File: src/rtl/addsub_digit_serial.sv
// addsub_digit_serial
// Digit-serial add/subtract unit. WIDTH-bit operands are consumed DIGIT bits
// per clock, least significant digit first, through one shared DIGIT-bit adder
// slice. A start/ready/done handshake frames each operation; the result, the
// carry/no-borrow flag and the signed overflow flag are registered and only
// ever updated on the final digit of an operation (or cleared by reset).
module addsub_digit_serial #(
   parameter int WIDTH = 8,
   parameter int DIGIT = 2
) (
   input  logic             clk,
   input  logic             rst_n,
   input  logic             start,
   input  logic             sub,
   input  logic [WIDTH-1:0] a,
   input  logic [WIDTH-1:0] b,
   input  logic             cin,
   output logic             ready,
   output logic             busy,
   output logic             done,
   output logic [WIDTH-1:0] s,
   output logic             cout,
   output logic             ovf
);

   // Number of RUN cycles per operation and the counter that walks the digits.
   // The counter keeps at least one bit so the DIGIT == WIDTH case still has
   // a legal register.
   localparam int NDIG  = WIDTH / DIGIT;
   localparam int CNT_W = (NDIG > 1) ? $clog2(NDIG) : 1;
   localparam logic [CNT_W-1:0] LAST = CNT_W'(NDIG - 1);

   typedef enum logic [1:0] {
      ST_IDLE = 2'd0,
      ST_RUN  = 2'd1,
      ST_DONE = 2'd2
   } state_t;

   // Control state
   state_t             r_state;
   logic [CNT_W-1:0]   r_cnt;
   logic               r_ready;
   logic               r_busy;
   logic               r_done;

   // Operand and working registers
   logic [WIDTH-1:0]   r_a;
   logic [WIDTH-1:0]   r_b;      // effective B: already inverted for subtract
   logic               r_carry;  // carry between digits
   logic [WIDTH-1:0]   r_acc;    // partial sum, filled one digit at a time

   // Architectural result registers
   logic [WIDTH-1:0]   r_s;
   logic               r_cout;
   logic               r_ovf;

   // Digit slice signals
   logic [DIGIT-1:0]   w_a_dig;
   logic [DIGIT-1:0]   w_b_dig;
   logic [DIGIT:0]     w_dsum_ext;
   logic [DIGIT-1:0]   w_dsum;
   logic               w_dcarry;
   logic               w_cin_msb;
   logic [WIDTH-1:0]   w_acc_next;
   logic               w_last;

   // Select the operand digits addressed by the digit counter.
   always_comb begin
      w_a_dig = '0;
      w_b_dig = '0;
      for (int k = 0; k < NDIG; k++) begin
         if (int'(r_cnt) == k) begin
            w_a_dig = r_a[k*DIGIT +: DIGIT];
            w_b_dig = r_b[k*DIGIT +: DIGIT];
         end
      end
   end

   // The one shared DIGIT-bit adder slice with carry-in from the previous digit.
   assign w_dsum_ext = {1'b0, w_a_dig} + {1'b0, w_b_dig} + {{DIGIT{1'b0}}, r_carry};
   assign w_dsum     = w_dsum_ext[DIGIT-1:0];
   assign w_dcarry   = w_dsum_ext[DIGIT];

   // Carry into the most significant bit of the current digit. On the last
   // digit this is the carry into bit WIDTH-1, which together with the carry
   // out of that bit gives two's-complement overflow.
   assign w_cin_msb  = w_a_dig[DIGIT-1] ^ w_b_dig[DIGIT-1] ^ w_dsum[DIGIT-1];

   assign w_last     = (r_cnt == LAST);

   // Merge the freshly computed digit into the accumulator image, so the final
   // edge can copy the complete sum straight into the result register.
   always_comb begin
      w_acc_next = r_acc;
      for (int k = 0; k < NDIG; k++) begin
         if (int'(r_cnt) == k) begin
            w_acc_next[k*DIGIT +: DIGIT] = w_dsum;
         end
      end
   end

   // Control FSM with registered handshake outputs, operand capture and the
   // digit-by-digit accumulation; result flags change only on the last digit.
   always_ff @(posedge clk or negedge rst_n) begin
      if (!rst_n) begin
         r_state <= ST_IDLE;
         r_cnt   <= '0;
         r_ready <= 1'b1;
         r_busy  <= 1'b0;
         r_done  <= 1'b0;
         r_a     <= '0;
         r_b     <= '0;
         r_carry <= 1'b0;
         r_acc   <= '0;
         r_s     <= '0;
         r_cout  <= 1'b0;
         r_ovf   <= 1'b0;
      end else begin
         case (r_state)
            // IDLE and DONE accept a request identically; DONE additionally
            // retires the one-cycle done pulse.
            ST_IDLE, ST_DONE: begin
               r_done <= 1'b0;
               if (start) begin
                  r_a     <= a;
                  r_b     <= sub ? ~b : b;
                  r_carry <= cin ^ sub;
                  r_cnt   <= '0;
                  r_acc   <= '0;
                  r_ready <= 1'b0;
                  r_busy  <= 1'b1;
                  r_state <= ST_RUN;
               end else begin
                  r_ready <= 1'b1;
                  r_busy  <= 1'b0;
                  r_state <= ST_IDLE;
               end
            end

            ST_RUN: begin
               r_acc   <= w_acc_next;
               r_carry <= w_dcarry;
               if (w_last) begin
                  r_s     <= w_acc_next;
                  r_cout  <= w_dcarry;
                  r_ovf   <= w_cin_msb ^ w_dcarry;
                  r_cnt   <= '0;
                  r_done  <= 1'b1;
                  r_ready <= 1'b1;
                  r_busy  <= 1'b0;
                  r_state <= ST_DONE;
               end else begin
                  r_cnt   <= r_cnt + 1'b1;
               end
            end

            default: begin
               r_cnt   <= '0;
               r_done  <= 1'b0;
               r_ready <= 1'b1;
               r_busy  <= 1'b0;
               r_state <= ST_IDLE;
            end
         endcase
      end
   end

   assign ready = r_ready;
   assign busy  = r_busy;
   assign done  = r_done;
   assign s     = r_s;
   assign cout  = r_cout;
   assign ovf   = r_ovf;

endmodule

File: config.mk
export PLATFORM = sky130hd
export DESIGN_NAME = addsub_digit_serial
export DESIGN_NICKNAME = d
export VERILOG_FILES = /design/src/rtl/addsub_digit_serial.sv
export SDC_FILE = /design/constraint.sdc
export NUM_CORES = 1
export LEC_CHECK = 0
export CELL_PAD_IN_SITES_DETAIL_PLACEMENT = 1
export CELL_PAD_IN_SITES_GLOBAL_PLACEMENT = 1
export CORE_ASPECT_RATIO = 0.75
export CORE_MARGIN = 2
export CORE_UTILIZATION = 47
export DETAILED_ROUTE_END_ITERATION = 10
export DONT_BUFFER_PORTS = 1
export MAX_ROUTING_LAYER = met4
export PLACE_DENSITY_LB_ADDON = 0.1
export SYNTH_ARGS = -nofsm -noshare
export SYNTH_HDL_FRONTEND = slang
export SYNTH_SLANG_ARGS = --single-unit
File: constraint.sdc
create_clock -name clk -period 6.3 [get_ports clk]
set_input_delay 0.315 -clock clk [delete_from_list [all_inputs] [get_ports clk]]
set_output_delay 0.315 -clock clk [all_outputs]
set_load 0.1 [all_outputs]
# Word level (Yosys, flattened, before mapping)
# Cells that the tools add are included.
[classes]
n_addsub = 3
n_mul = 0
div = 0
order_cmp = 0
n_eq_ne = 8
n_shift = 0
n_mux = 30
bitwise = 5
reduce_logical = 7
[op_table]
columns = ["operator", "n"]
rows = [
  ["$mux W2", 15],
  ["$mux W8", 2],
  ["$pmux W8 S2", 1],
  ["$eq A2 B2 Y1 const B", 4],
  ["$not A8 Y8", 1],
  ["$pmux W2 S2", 2],
  ["$mux W1", 7],
  ["$pmux W1 S2", 3],
  ["$reduce_and A2 Y1", 3],
  ["$eq A2 B1 Y1 const B", 2],
  ["$logic_not A2 Y1", 2],
  ["$ne A2 B2 Y1 const B", 2],
  ["$xor A1 B1 Y1", 4],
  ["$add A2 B2 Y3", 1],
  ["$add A3 B1 Y3", 1],
  ["$add A2 B1 Y2 const B", 1],
  ["$reduce_bool A2 Y1", 1],
  ["$reduce_or A2 Y1", 1],
]
[word_totals]
ff_bits = 42
latch_bits = 0
ram_bits = 0
mem_bits_ro = 0
in_bits = 21
output_inout_bits = 13
wordCells = 65
mem_count = 0

# Logic depth before layout (Yosys ltp)
[depth]
depth_word = 9
mapped_depth = 11
ltp_nobuf = 10

# Least setup slack after synthesis
# OpenSTA, ideal clock, no wires.
[synth_timing]
path_type = "register to register"
start = "reg r_cnt[1]"
end = "reg r_ovf, in the netlist ovf"
setup_time_ps = 125
arrival_time_ps = 2310
required_ps = 6175
slack_ps = 3866
stages_incl_launch_ff = 11
synth_period_minus_slack_ps = 2434
path_cell_list = "dfrtp_1 -> inv_1 -> ha_1 -> buf_2 -> a221o_1 -> a22oi_1 -> fa_1 -> fa_1 -> inv_1 -> xnor2_1 -> o21ai_1"
[synth_between]
elab_chain_cells = 9
elab_cells_between_ends = 19
cone_classes = "add/sub: 2; eq/ne: 4; mux: 8; bitwise: 3; reduce/logical: 2"
[synth_rtl]
columns = ["element", "line_no", "source"]
rows = [
  ["start, declared", "41", "logic [CNT_W-1:0] r_cnt;"],
  ["start signal, assigned", "153", "r_cnt <= r_cnt + 1'b1;"],
  ["$logic_not A2 Y1", "72", "if (int'(r_cnt) == k) begin"],
  ["$mux W2 (4 in a row)", "72", ""],
  ["$add A2 B2 Y3", "80", "assign w_dsum_ext = {1'b0, w_a_dig} + {1'b0, w_b_dig} + {{DIGIT{1'b0}}, r_carry};"],
  ["$add A3 B1 Y3", "80", ""],
  ["$xor A1 B1 Y1", "87", "assign w_cin_msb = w_a_dig[DIGIT-1] ^ w_b_dig[DIGIT-1] ^ w_dsum[DIGIT-1];"],
  ["$xor A1 B1 Y1", "146", "r_ovf <= w_cin_msb ^ w_dcarry;"],
  ["end signal, assigned", "146", ""],
  ["end, declared", "55", "logic r_ovf;"],
]
# Several ways; a longest one is shown, not always the timed one.
# A chain may end at the register's enable or synchronous reset.

# Worst setup path in the final report
[layout_timing]
start = "reg r_cnt[0]"
end = "reg r_s[1], in the netlist s[1]"
[layout_between]
elab_chain_cells = 8
elab_cells_between_ends = 17
cone_classes = "add/sub: 2; eq/ne: 4; mux: 9; reduce/logical: 2"
[layout_rtl]
columns = ["element", "line_no", "source"]
rows = [
  ["$logic_not A2 Y1", "72, 96", ""],
  ["$mux W2 (4 in a row)", "72", ""],
  ["$add A2 B2 Y3", "80", ""],
  ["$add A3 B1 Y3", "80", ""],
  ["$mux W2", "96", "if (int'(r_cnt) == k) begin"],
  ["end signal, assigned", "144", "r_s <= w_acc_next;"],
  ["end, declared", "53", "logic [WIDTH-1:0] r_s;"],
]
# Several ways; a longest one is shown, not always the timed one.

==> metrics.md <==
| Metric | Value |
|---|---|
| Outcome | finished clean |
| Routed vias | about 1300 |
| Ports | 34 |
| Rows | 19 |
| CP peak stage delay | 0.54 ns |
| CTS tree | built |
| Remaining antenna violation count after routing | 0 |
| Clock transition at path regs | approximately 0.07 ns |
| Synth Area in Adders | 5.56% |
| Vias per std cell | 5.43 |
| Die H | 58.3 microns |
| Wirelength per Cell | 17.2 microns |
| Most frequent cell after synthesis | nand2_1 |
| CP Launch Type | register |
| Max_cap viols | 0 |
| # setup viols final | 0 |
| Final wirelength | 4100 microns |
| FF+latch count, synth | 38 |
| Port-buffer cells | 0 |
| CP max stage cell | fa_1 |
| Top cells by area, synth | dfrtp_1 (50%), nand2_1 (9.1%), o21ai_0 (5.1%) |
| Distinct cell type count after synthesis | 28 |
| Crit Path Class | reg2reg |
| Antenna violations before repair | 0 |
| Die ar. | between 0.004 and 0.005 sq mm |
| Routability cong. | a little under 0.8 |
| Total Nets Final | approximately 210 |
| Clock buffer depth | 2 |
| Post-synthesis simple-gate area fraction | 12.7% |
| TritonCTS Sinks | 38 |
| Crit path DAT | 3.03 ns |
| Xor and xnor area share after synthesis | 5.22% |
| P&R area growth vs syn | 7.72% |
| Total track usage | 22.0% |
| Dominant cell type by area after synthesis | dfrtp_1 |
| Dpl cell area | between 0.0015 and 0.002 sq mm |
| Area of the mapped netlist | 0.00185 sq mm |
| Dpl hpwl | between 2000 and 3000 microns |
| CTS Buf Count | 5 |
| Vias in the first global route | 1385 |
| Layout cells sized above 1 | 5.38% |
| Post-synthesis mux area share | 3.25% |
| Root Buffer | clkbuf_8 |
| Crit path cell chain | inv_1 > ha_1 > nor2b_4 > a221o_1 > a22oi_1 > fa_1 > fa_1 > inv_1 > mux2i_1 > o21ai_0 |
| Final Instance Area | 0.00199 sq mm |
| Most instantiated cells after synthesis | nand2_1 (45), dfrtp_1 (37), o21ai_0 (19), inv_1 (9), xnor2_1 (9) |
| Most used DFF post-synth | dfrtp_1 |
| FMAX | 0.346 GHz |
| Slew at the pin closest to its max-slew limit | 1.02 ns |
| Relative max-transition margin | 32.3% |
| Clk_lat worst skew | around 0.3 ns |
| Final number of hold-violating endpoints | 0 |
| Synth Area in Compound Gates | 16.3% |
| Remaining global-route overflow | 0 |
| Syn Nets | 215 |
| DR iter-0 viols | 40 |
| Register area share after synthesis | approximately half |
| Htree depth | 2 |
| RSZ-0062 raised after global routing | false |
| Asr flop ratio synth | between 90% and 100% |
| Largest net degree at the start of global routing | 39 |
| First-pass GRT wire length | 7120 microns |
| Main combinational cell family by area after synthesis | compound AO/OA/AOI/OAI gates |
| Die X | 76.4 microns |
| Final Cycle Share | 45.9% |
| Setup TNS | 0 ns |
| N_diodes | 0 |
| Avg Cell Area, Syn | 9.88 sq um |
| Starting Density | 49.8% |
| Syn Inst Count | 187 |
| Crit path capture type | register |
| Post-synth top area share | around half |
| Core region area | 0.00371 sq mm |
| HP Class | in2reg |
| CP max FO | 8 |
| Synth warnings | 0 |
| Final critical-path required period | 2.89 ns |
| DRC errors left | 0 |
| Clock skew | 0.00689 ns |
| Worst endpoint required time | 6.44 ns |
| DRT Pass-1 Iters | 4 |
| Post-synth EDFFs | 0 |
| Fin. max-slew vios | 0 |
final cells by class:
| class | instances | area, sq um |
|---|---|---|
| clock inverters | 1 | 30.0 |
| fillers | 431 | 1720 |
| flip-flops and latches | 38 | 952 |
| multi-input cells | 128 | 795 |
| inverters | 9 | 33.8 |
| well taps | 52 | 65.1 |
| clock buffers | 7 | 76.3 |
| repair buffers | 3 | 37.5 |
worst max-delay path: cells and delay by family (launching register included):
kind                       cells  cell delay (ns)
adders and majority gates      3             1.33
DFF                            1             0.43
AOI/OAI and AO/OA              3             0.35
and+or+nand+nor                1             0.23
buffers and inverters          2             0.21
muxes                          1             0.18
through the flow:
stage,std cells,utilization [%],setup WS (ns),hold slack [ns]
floorplan,187,-,3.87,0.0194
global placement,228,50.0,3.55,0.0202
detailed placement,228,50.0,3.44,0.0200
CTS,238,53.6,3.40,0.124
global route,238,53.6,3.13,0.132
finish,238,53.6,3.41,0.129
cell usage in the layout, fill, tap and decap left out, drive strengths merged, types with 3 or more instances in the layout:
master / Yosys / layout
a21oi: 5 / 5
a221o: 3 / 3
a22o: 8 / 8
a22oi: 4 / 4
clkbuf: 2 / 7
dfrtp: 37 / 37
ha: 5 / 5
inv: 9 / 9
mux2i: 6 / 6
nand2: 45 / 45
nor2: 4 / 4
o21ai: 26 / 26
xnor2: 9 / 9
final timing paths:
kind | start | to | slack (ns) | cells past startpoint
min in group asynchronous | rst_n | s[1] | 0.48 | 2
worst max register to register | r_cnt[0] | s[1] | 3.41 | 10
worst min register to register | r_a[3] | r_a[3] | 0.50 | 2
worst max-delay path | r_cnt[0] | s[1] | 3.41 | 10
worst min-delay path | a[0] | r_a[0] | 0.13 | 2
max in group asynchronous | rst_n | ready | 5.57 | 2
routing by layer:
metal | share of wire [%] | GRT usage, %
met5 | 0 | -
met4 | 2.2 | 9.09
met3 | 5.7 | 6.07
met2 | 43 | 31.6
met1 | 49 | 29.6
sequential cells by signal, summed over array words and instances (netlist names):
register / cells
r_cnt: 2
cout: 1
r_b: 8
r_carry: 1
ready: 1
s: 8
r_acc: 6
r_a: 8
ovf: 1
r_state: 2
what timing repair did:
action	CTS	global route
resized for setup	0	0
endpoints found under the hold margin	38	0
setup buffers	0	0
hold buffers	2	0
cell families (layout without fill, tap and decap cells):
family,count (synthesis),after routing
adders and majority gates,7,7
xor gates and xnor gates,11,11
and+or+nand+nor,56,56
AOI/OAI and AO/OA,48,48
muxes,6,6
buffers and inverters,21,20
DFF,38,38
Power is left out: the tool's default activity adds up to more than one toggle a clock period on the data nets, which glitch-free logic cannot reach.
